## src/rtl/bin2bcd_seq.sv

```systemverilog
// rtl/bin2bcd_seq.sv - sequential 32-bit binary to 8-digit packed BCD (double dabble), optional BCD_SAT_EN
module bin2bcd_seq #(
  parameter logic [31:0] ERR_CODE = 32'hEEEE_EEEE
) (
  input  logic        clk,
  input  logic        rst,
  input  logic        start,
  input  logic [31:0] bin,
  output logic        busy,
  output logic        done,
  output logic        ovf,
  output logic [32:1] bcd
);

  localparam logic [31:0] MAX_DEC = 32'd99_999_999;
  localparam logic [4:0]  LAST_IT = 5'd31;

  typedef enum logic [1:0] {
    S_IDLE  = 2'd0,
    S_SHIFT = 2'd1,
    S_DONE  = 2'd2
  } state_t;

  state_t      state;
  state_t      state_nxt;
  logic [31:0] shreg;
  logic [31:0] scratch;
  logic [31:0] scratch_adj;
  logic [4:0]  count;
  logic        ovf_pend;
  logic [31:0] result;

  // State register; reset returns to IDLE regardless of start.
  always_ff @(posedge clk) begin
    if (rst) begin
      state <= S_IDLE;
    end else begin
      state <= state_nxt;
    end
  end

  // Next-state decode: one accepting edge, 32 shift edges, one commit edge.
  always_comb begin
    state_nxt = state;
    case (state)
      S_IDLE:  if (start) state_nxt = S_SHIFT;
      S_SHIFT: if (count == LAST_IT) state_nxt = S_DONE;
      S_DONE:  state_nxt = S_IDLE;
      default: state_nxt = S_IDLE;
    endcase
  end

  // Add-3 correction on every digit of the pre-shift scratch, all digits in parallel.
  always_comb begin
    scratch_adj = scratch;
    for (int i = 0; i < 8; i++) begin
      if (scratch[4*i +: 4] >= 4'd5) begin
        scratch_adj[4*i +: 4] = scratch[4*i +: 4] + 4'd3;
      end
    end
  end

  // Value committed at DONE: the converted digits, or the overflow indication.
  always_comb begin
`ifdef BCD_SAT_EN
    result = ovf_pend ? 32'h9999_9999 : scratch;
`else
    result = ovf_pend ? ERR_CODE : scratch;
`endif
  end

  // Datapath and outputs; bcd/ovf only move at the commit edge so the display never sees partial digits.
  always_ff @(posedge clk) begin
    if (rst) begin
      shreg    <= '0;
      scratch  <= '0;
      count    <= '0;
      ovf_pend <= 1'b0;
      busy     <= 1'b0;
      done     <= 1'b0;
      ovf      <= 1'b0;
      bcd      <= '0;
    end else begin
      done <= 1'b0;
      case (state)
        S_IDLE: begin
          if (start) begin
            shreg    <= bin;
            scratch  <= '0;
            count    <= '0;
            ovf_pend <= (bin > MAX_DEC);
            busy     <= 1'b1;
          end
        end
        S_SHIFT: begin
          // Bit shifted out of scratch[31] is dropped; overflow comes from ovf_pend only.
          scratch <= {scratch_adj[30:0], shreg[31]};
          shreg   <= {shreg[30:0], 1'b0};
          count   <= count + 5'd1;
        end
        S_DONE: begin
          bcd  <= result;
          ovf  <= ovf_pend;
          done <= 1'b1;
          busy <= 1'b0;
        end
        default: begin
          busy <= 1'b0;
        end
      endcase
    end
  end

endmodule
```

## config.mk

```make
export PLATFORM = sky130hd
export DESIGN_NAME = bin2bcd_seq
export DESIGN_NICKNAME = d
export VERILOG_FILES = /design/src/rtl/bin2bcd_seq.sv
export SDC_FILE = /design/constraint.sdc
export NUM_CORES = 1
export LEC_CHECK = 0
export CAP_MARGIN = 20
export CORE_MARGIN = 2
export CORE_UTILIZATION = 58
export DETAILED_ROUTE_END_ITERATION = 10
export GPL_TIMING_DRIVEN = 0
export PLACE_DENSITY_LB_ADDON = 0.05
export SETUP_SLACK_MARGIN = 0.4
export SLEW_MARGIN = 20
export SYNTH_ARGS = -nofsm -noshare
export SYNTH_HDL_FRONTEND = slang
export SYNTH_SLANG_ARGS = --single-unit
```

## constraint.sdc

```tcl
create_clock -name clk -period 4.1 [get_ports clk]
set_clock_uncertainty 0.2 [all_clocks]
set_input_delay 0.41 -clock clk [delete_from_list [all_inputs] [get_ports clk]]
set_output_delay 0.41 -clock clk [all_outputs]
set_load 0.01 [all_outputs]
```

==> flow_summary.toml <==
[placement]
place_inst = 728
hpwl_mm = 8.37
place.gp.congestion = 0.827
place.port_buffers = 69

[clock_tree]
cts_buffers = 9
clock_latency_ps = 370
path_clk_slew_ps = 100
clockBufferDepth = 2
cts_setup_buffers = 0
hold_buffers = 0
cts_resized = 0
cts_tree = "built"
htreeDepth = 3
cts_sinks = 107
cts_root_buf = "clkbuf_8"

[grt]
top_usage_layer = "met2"
grt_antenna_before_repair = 0
grt_pass1_wl_mm = 19.8
grt_overflow = 0
met1_usage = 0.364
use_met3 = 0.0658
met2_usage = 0.473
grt_max_degree = 18
grt_pass1_vias = 4171
grtUsageTotal = 0.285

[drt]
antenna_left = 0
drc = 0
num_vias = 4269
drt-pass1-iter-count = 5
wl_mm = 11.7
wl_per_cell_um = 15.8
vias_per_cell = 5.74
drt_iter0_markers = 246

[critical_path]
path_max_fanout = 10
end_kind = "register"
path_cells = "clkdlybuf4s50_1, nor3b_2, nor2_2, buf_2, o21ai_0, a21oi_1"
crit_type = "input pin to register"
slowest_delay_ps = 510
start_kind = "input pin"
arrival_ps = 2170
required_ps = 4150
ff2ff_path_depth = 5
slowest_stage = "clkdlybuf4s50_1"

[power]
power_leakage_nw = 2.11
swShare = 0.268
power.switching_mw = 0.509
p_per_area_nw_per_um2 = 334
p_comb_frac = 0.110
p_int_mw = 1.39
pwr-share-clk = 0.317
vdd_drop_max_mv = 0.235
seq_power_share = 0.573

[final_layout]
drive_above_1_share = 0.0701
finish.utilization = 0.732
nFillCells = 602
diodes = 0
fin_nets = 690
area_growth_pct = 21.3
stdcell_count = 744

[floorplan]
dieArea_um2 = 8820
ioPinCount = 70
core_area_um2 = 7770
die_height_um = 93.9
rows = 32
start_util = 0.604
die_width_um = 93.9

[timing]
drv_slew = 0
setup_viol = 0
fmax_mhz = 472
rsz0062_at_grt = "false"
worst_pin_slew_ps = 569
finalHoldViolations = 0
slew-limit-headroom = 0.619
fin_tns_setup_ps = 0
timing.final.crit_share = 0.517
period_minus_slack_ps = 2120

[min_path]
hold_class = "register to register"
worstHoldPathCells = 2

[synth]
synth_edf_count = 0
ys_ff_latch = 107
synthFlopType = "dfxtp_1"
seq_area_frac_synth = 0.457
ys_warn_count = 0
syn-num-nets = 610
syn-cell-area_um2 = 4690
async_flop_share = 0
ys_top_cells_by_count = "dfxtp_1 (107), nor2_1 (84), nor3_1 (57), a21oi_1 (54), nand2_1 (31)"
yosysUniqueCellTypes = 41
yosys-top-cells-area = "dfxtp_1 (46%), nor2_1 (6.7%), nor3_1 (6.1%), a21oi_1 (5.8%), ha_1 (4.8%)"
yosysTopAreaCell = "dfxtp_1"
avgSynthCellArea_um2 = 8.42
yosys.area.top_type_share = 0.457
yosysMostFrequentCell = "dfxtp_1"
syn_inst = 557

[outcome]
status = "completed"

[job]
max_cap_viol_count = 0
## placed cells by master, fill, tap and decap left out, drive strengths merged, types with 2 or more instances in the layout
master         netlist  final
clkinvlp             0      2
xnor2                8      8
a21oi               54     54
mux2i                8      8
nor3                57     57
inv                 17     18
clkdlybuf4s50        0     69
dfxtp              107    107
buf                 24     24
nor2                87     87
a22o                16     16
nor4                17     17
nor2b                2      2
or4                  2      2
o21ai               16     16
clkinv               0      2
clkbuf              14     25
ha                  18     18
nand4                2      2
nand2               32     32
nand2b               9      9
nand3               19     19
a22oi               14     14
or3                 15     15
xor2                 7      7
## final cells by class
type                    count  area, um2  area share
plain buffers              38        189      0.0332
clock buffers              11        141      0.0249
repair buffers             69        691       0.121
well taps                 102        128      0.0224
inverters                  17       63.8      0.0112
clock inverters             5       37.5     0.00660
multi-input cells         395       2290       0.403
flip-flops and latches    107       2140       0.377
## path summary, 6_finish.rpt
check / startpoint / endpoint / slack, ps
min reg2reg: shreg[30]$_SDFFE_PP0P_ / shreg[30]$_SDFFE_PP0P_ / 260
max: start / scratch[23]$_SDFFE_PP0P_ / 1980
min: shreg[30]$_SDFFE_PP0P_ / shreg[30]$_SDFFE_PP0P_ / 260
max reg2reg: state[1]$_SDFFE_PP0P_ / scratch[23]$_SDFFE_PP0P_ / 2130
## logic make-up after synthesis
logic type | after synthesis | share of synthesized area
xor gates and xnor gates | 15 | 0.0280
muxes | 9 | 0.0195
buffers and inverters | 55 | 0.0539
DFF | 107 | 0.457
adders and majority gates | 18 | 0.0480
AOI/OAI and AO/OA | 104 | 0.135
and+or+nand+nor | 249 | 0.259
## state kept, by name, summed over array words and instances (netlist names)
register  flops
bcd          32
busy          1
count         5
done          1
ovf           1
ovf_pend      1
scratch      32
shreg        32
state         2
## power groups by stage
stage	logic [mW]	registers (mW)	clock network [mW]
detailed placement	0.207	1.11	0
global placement	0.200	1.11	0
CTS	0.207	1.09	0.609
finish	0.208	1.09	0.603
floorplan	0.123	1.11	0
global route	0.228	1.09	0.654
## worst max-delay path: cells and delay by family
| family | cells | cell delay, ps |
|---|---|---|
| AO/OA/AOI/OAI | 2 | 300 |
| buffers and inverters | 2 | 770 |
| AND/OR/NAND/NOR | 2 | 690 |
## layer usage
layer,part of all wire,vias up
li1,-,2099
met3,0.047,25
met1,0.45,2014
met5,0,-
met4,0.022,0
met2,0.48,131
## stage by stage
stage / hold WS, ps / power, mW / setup WS (ps) / cell area [um2]
final: 259 / 1.90 / 1980 / 5690
after global routing: 274 / 1.98 / 1790 / 5690
after CTS: 259 / 1.91 / 2000 / 5690
after detailed placement: 244 / 1.32 / 1610 / 5510
after global placement: 240 / 1.31 / 1650 / 5510
after floorplan: 232 / 1.23 / 2420 / 4690
No activity file was read; power rests on OpenSTA's default activity.
